--- src/rtl/bus_master_ctrl_pkg.sv ---
// Shared bus definitions: word widths, bus direction and active-low levels,
// and the bus-master sequencer state encodings.
package bus_master_ctrl_pkg;

    localparam int WORD_ADDR_W = 30;
    localparam int WORD_DATA_W = 32;

    localparam logic READ  = 1'b1;
    localparam logic WRITE = 1'b0;

    localparam logic ENABLE_  = 1'b0;
    localparam logic DISABLE_ = 1'b1;

    localparam logic [1:0] BUS_IF_STATE_IDLE   = 2'd0;
    localparam logic [1:0] BUS_IF_STATE_REQ    = 2'd1;
    localparam logic [1:0] BUS_IF_STATE_ACCESS = 2'd2;
    localparam logic [1:0] BUS_IF_STATE_DONE   = 2'd3;

endpackage

--- src/rtl/bus_master_ctrl.sv ---
// Bus-master sequencer: turns a one-cycle core request into req/grant/strobe/ready
// on one master port, with an ACCESS timeout and bus ownership kept across back-to-back transfers.
//
// state  | meaning
// IDLE   | bus released, waiting for core_req
// REQ    | m_req_ low, waiting for grant
// ACCESS | strobe issued, waiting for m_rdy_ or timeout
// DONE   | one cycle: done pulse out, bus still held
module bus_master_ctrl
    import bus_master_ctrl_pkg::*;
#(
    parameter int TIMEOUT_CYC = 256,
    parameter int TO_CNT_W    = 8
) (
    input  logic                   clk,
    input  logic                   reset,
    input  logic                   core_req,
    input  logic [WORD_ADDR_W-1:0] core_addr,
    input  logic                   core_rw,
    input  logic [WORD_DATA_W-1:0] core_wr_data,
    output logic                   core_busy,
    output logic                   core_done,
    output logic [WORD_DATA_W-1:0] core_rd_data,
    output logic                   core_err,
    output logic                   m_req_,
    input  logic                   m_grnt_,
    output logic [WORD_ADDR_W-1:0] m_addr,
    output logic                   m_as_,
    output logic                   m_rw,
    output logic [WORD_DATA_W-1:0] m_wr_data,
    input  logic [WORD_DATA_W-1:0] m_rd_data,
    input  logic                   m_rdy_
);

    localparam logic [TO_CNT_W-1:0] TO_LAST = TO_CNT_W'(TIMEOUT_CYC - 1);

    logic [1:0]             state;
    logic [TO_CNT_W-1:0]    to_cnt;
    logic [WORD_ADDR_W-1:0] lat_addr;
    logic                   lat_rw;
    logic [WORD_DATA_W-1:0] lat_wr_data;

    always_ff @(posedge clk) begin
        if (reset) begin
            state        <= BUS_IF_STATE_IDLE;
            to_cnt       <= '0;
            lat_addr     <= '0;
            lat_rw       <= READ;
            lat_wr_data  <= '0;
            core_busy    <= 1'b0;
            core_done    <= 1'b0;
            core_err     <= 1'b0;
            core_rd_data <= '0;
            m_req_       <= DISABLE_;
            m_as_        <= DISABLE_;
            m_addr       <= '0;
            m_rw         <= READ;
            m_wr_data    <= '0;
        end else begin
            core_done <= 1'b0;
            core_err  <= 1'b0;
            case (state)
                BUS_IF_STATE_IDLE: begin
                    if (core_req) begin
                        lat_addr    <= core_addr;
                        lat_rw      <= core_rw;
                        lat_wr_data <= core_wr_data;
                        m_req_      <= ENABLE_;
                        core_busy   <= 1'b1;
                        state       <= BUS_IF_STATE_REQ;
                    end
                end
                BUS_IF_STATE_REQ: begin
                    if (m_grnt_ == ENABLE_) begin
                        m_as_     <= ENABLE_;
                        m_addr    <= lat_addr;
                        m_rw      <= lat_rw;
                        m_wr_data <= lat_wr_data;
                        to_cnt    <= '0;
                        state     <= BUS_IF_STATE_ACCESS;
                    end
                end
                BUS_IF_STATE_ACCESS: begin
                    m_as_ <= DISABLE_;
                    // Ready is honoured even in the strobe cycle; timeout only when still not ready.
                    if (m_rdy_ == ENABLE_) begin
                        if (m_rw == READ) core_rd_data <= m_rd_data;
                        core_done <= 1'b1;
                        core_busy <= 1'b0;
                        state     <= BUS_IF_STATE_DONE;
                    end else if (to_cnt == TO_LAST) begin
                        core_done <= 1'b1;
                        core_err  <= 1'b1;
                        core_busy <= 1'b0;
                        state     <= BUS_IF_STATE_DONE;
                    end else begin
                        to_cnt <= to_cnt + 1'b1;
                    end
                end
                BUS_IF_STATE_DONE: begin
                    // A waiting request keeps m_req_ low so the bus is not re-arbitrated.
                    if (core_req) begin
                        lat_addr    <= core_addr;
                        lat_rw      <= core_rw;
                        lat_wr_data <= core_wr_data;
                        core_busy   <= 1'b1;
                        state       <= BUS_IF_STATE_REQ;
                    end else begin
                        m_req_ <= DISABLE_;
                        state  <= BUS_IF_STATE_IDLE;
                    end
                end
                default: state <= BUS_IF_STATE_IDLE;
            endcase
        end
    end

endmodule
--- config.mk ---
export PLATFORM = sky130hd
export DESIGN_NAME = bus_master_ctrl
export DESIGN_NICKNAME = d
export VERILOG_FILES = /design/src/rtl/bus_master_ctrl_pkg.sv /design/src/rtl/bus_master_ctrl.sv
export SDC_FILE = /design/constraint.sdc
export NUM_CORES = 1
export LEC_CHECK = 0
export BUFFER_PORTS_ARGS = -buffer_cell sky130_fd_sc_hd__buf_2
export CAP_MARGIN = 40
export CORE_AREA = 8 8 126 128
export DETAILED_ROUTE_END_ITERATION = 10
export DIE_AREA = 0 0 134 136
export PLACE_DENSITY = 0.84
export SKIP_LAST_GASP = 1
export SLEW_MARGIN = 10
export SYNTH_ARGS = -nofsm -noshare
export SYNTH_HDL_FRONTEND = slang
export SYNTH_SLANG_ARGS = --single-unit
--- constraint.sdc ---
create_clock -name clk -period 1.55 [get_ports clk]
set_input_delay 0.31 -clock clk [delete_from_list [all_inputs] [get_ports clk]]
set_output_delay 0.31 -clock clk [all_outputs]
set_load 0.005 [all_outputs]
==> impl_metrics.yaml <==
grt:
  grt_pass1_vias: 5503
  grt_max_degree: 81
  antenna_found_initial: 0
  grt-ovfl-total: 0
  track_usage: 0.184
  grt_pass1_wl_um: 27200
routing:
  drc: 0
  first_pass_iters: 4
  wl_met2_um: 8060
  antenna_left: 0
  post_drt_via_cell_ratio: 5.01
  drtIter0Drc: 367
  m1WireLength_um: 7730
  top_layer_used: "met4"
  wl_per_cell_um: 14.6
  wl_met3_um: 1350
  wirelength_um: 17300
  vias: 5947
floorplanning:
  die_w_um: 134
  placementRows: 44
  num_io_pins: 200
  initial_core_util: 0.447
  die_y_um: 136
  core_region_area_um2: 14000
  dieArea_um2: 18200
timing:
  tns_ns: 0
  clock.fmax_ghz: 0.667
  maxSlewViolCount: 0
  setup_ws_ns: 0.0505
  worst_slew_pin_slew_ns: 0.352
  fin_skew_ns: 0.00801
  hold_viol_final: 0
  fin_crit_ns: 1.50
  slew_headroom: 0.763
  setup_viol: 0
  post-route-period-util: 0.967
  grt_setup_unrepaired: "yes"
yosys:
  synth_edf_count: 0
  ys_warn_count: 0
  ys_seq_area_frac: 0.552
  avgSynthCellArea_um2: 7.83
  async_flop_share: 0
  synthesis.nets: 906
  netlist_area_um2: 6270
  ys_seq_elements: 173
  ys_types: 39
  syn-instance-count: 801
  ys.flop_type: "dfxtp_1"
layout:
  nNetsFinal: 1096
  layout_commonest_cell: "nand2_1"
  multiInputGateArea_um2: 2640
  mostFrequentLayoutCells: "nand2_1 (331), buf_2 (198), dfxtp_1 (170)"
  fin_area_um2: 8380
  fillers: 1233
  antenna_cells: 0
  post-route-util: 0.597
  area_growth_pct: 33.5
  layout-drive-gt1-share: 0.282
  fin_cells: 1187
  regArea_um2: 3470
flow_run:
  drv_cap: 0
cts:
  cts_root_buf: "clkbuf_16"
  clk_latency_ns: 0.43
  numCtsBuffers: 17
  clockBufferDepth: 2
  h-tree-depth: 4
  clkSlewWorstSetupHoldPaths_ns: 0.07
  cts_tree: "built"
  cts.sinks: 173
worst_setup_path:
  cp_max_fo: 8
  crit_arrival_ns: 1.85
  critPathKind: "flip-flop to flip-flop"
  end_kind: "flip-flop"
  required_ns: 1.90
  r2r_slack_ns: 0.05
  startpoint_type: "flip-flop"
placed_design:
  pre_cts_slack_ns: -0.0424
  finalWeightedCongestion: 0.831
  post_dp_cell_area_um2: 7620
  placedCellCount: 1152
  hpwl_um: 11700
  placement.io_buffers: 199
hold_path:
  hold_class: "primary input to flip-flop"
pwr:
  p_leak_nw: 3.53
  peakVddDrop_mv: 0.742
  powerDensity_nw_per_um2: 1550
status:
  outcome: "complete, no violations"
==> layout make-up <==
cell class                      count  area share
Clock buffer                       18      0.0524
Multi-Input combinational cell    563       0.315
Clock inverter                     13      0.0169
Sequential cell                   173       0.414
Timing Repair Buffer              227       0.170
Tap cell                          184      0.0275
Inverter                            9     0.00403
==> cells by family (layout without fill, tap and decap cells) <==
group | after synthesis | in the layout | share of synthesized area
simple gates | 372 | 372 | 0.236
flops | 173 | 173 | 0.552
compound gates | 186 | 186 | 0.160
fa+ha+maj | 5 | 5 | 0.00997
buf+inv | 65 | 267 | 0.0419
==> power breakdown <==
part | leakage (nW) | internal (W) | switching (W)
sequential | 1.41 | 0.00506 | 0.000305
combinational | 1.84 | 0.00148 | 0.00198
clock | 0.279 | 0.00242 | 0.00176
==> through the flow <==
step	total power, W	hold slack [ns]
final	0.0130	0.117
after global placement	0.00850	0.437
after global routing	0.0137	0.100
after floorplan	0.00723	0.432
after CTS	0.0129	0.100
after detailed placement	0.00857	0.444
==> critical path, stage by stage, from the launching register on <==
cell and delay [ns]:
dfxtp_2 0.35, ha_2 0.20, and4_2 0.27, a21oi_2 0.07, buf_4 0.17, a31o_2 0.24
a31oi_1 0.14
==> per-layer routing <==
layer  GRT usage  up-vias
met2       0.302      198
met4      0.0561        0
met5           0        -
met1       0.225     2733
met3      0.0628       15
li1            -     3001
==> flip-flops by register name, summed over array words and instances (netlist names) <==
register and cells:
m_rw 1, core_rd_data 32, state 2, m_wr_data 32
lat_wr_data 32, m_addr 30, core_err 1, to_cnt 8
lat_addr 30, m_req_ 1, core_done 1, m_as_ 1
lat_rw 1, core_busy 1
==> path summary, 6_finish.rpt <==
path,from,endpoint,depth (start not counted)
max,to_cnt[0]$_SDFFE_PP0P_,to_cnt[4]$_SDFFE_PP0P_,6
min,core_wr_data[24],lat_wr_data[24]$_SDFFE_PP0P_,3
max reg2reg,to_cnt[0]$_SDFFE_PP0P_,to_cnt[4]$_SDFFE_PP0P_,6
min reg2reg,lat_addr[7]$_SDFFE_PP0P_,m_addr[7]$_SDFFE_PP0P_,2
==> what timing repair did <==
action / 4_1_cts / 5_1_grt
hold buffers: 0 / 0
endpoints found under the setup margin: 63 / 111
pin swaps: 0 / 2
resized for setup: 4 / 17
setup buffers: 0 / 1
gates cloned: 1 / 2
==> synthesized netlist by cell type, types with 2 or more instances <==
master    number  area [um^2]
buf_1         17         63.8
nand4_1        2         12.5
nand3_1        8         40.0
nor3_1         6         30.0
buf_2         15         75.1
a31oi_1        5         31.3
nand3b_1       3         22.5
a31o_2         2         17.5
o21ai_0        4         20.0
a21o_1         2         15.0
nor2b_1        2         12.5
clkbuf_1      24         90.1
a311oi_1       2         17.5
o21bai_1       2         15.0
nand2_1      331         1240
ha_1           5         62.6
nor2_1         7         26.3
dfxtp_1      173         3460
and3_1         3         18.8
nand2b_1       3         18.8
a21oi_1      159          796
inv_1          9         33.8
Power figures use the tool's default switching activity.
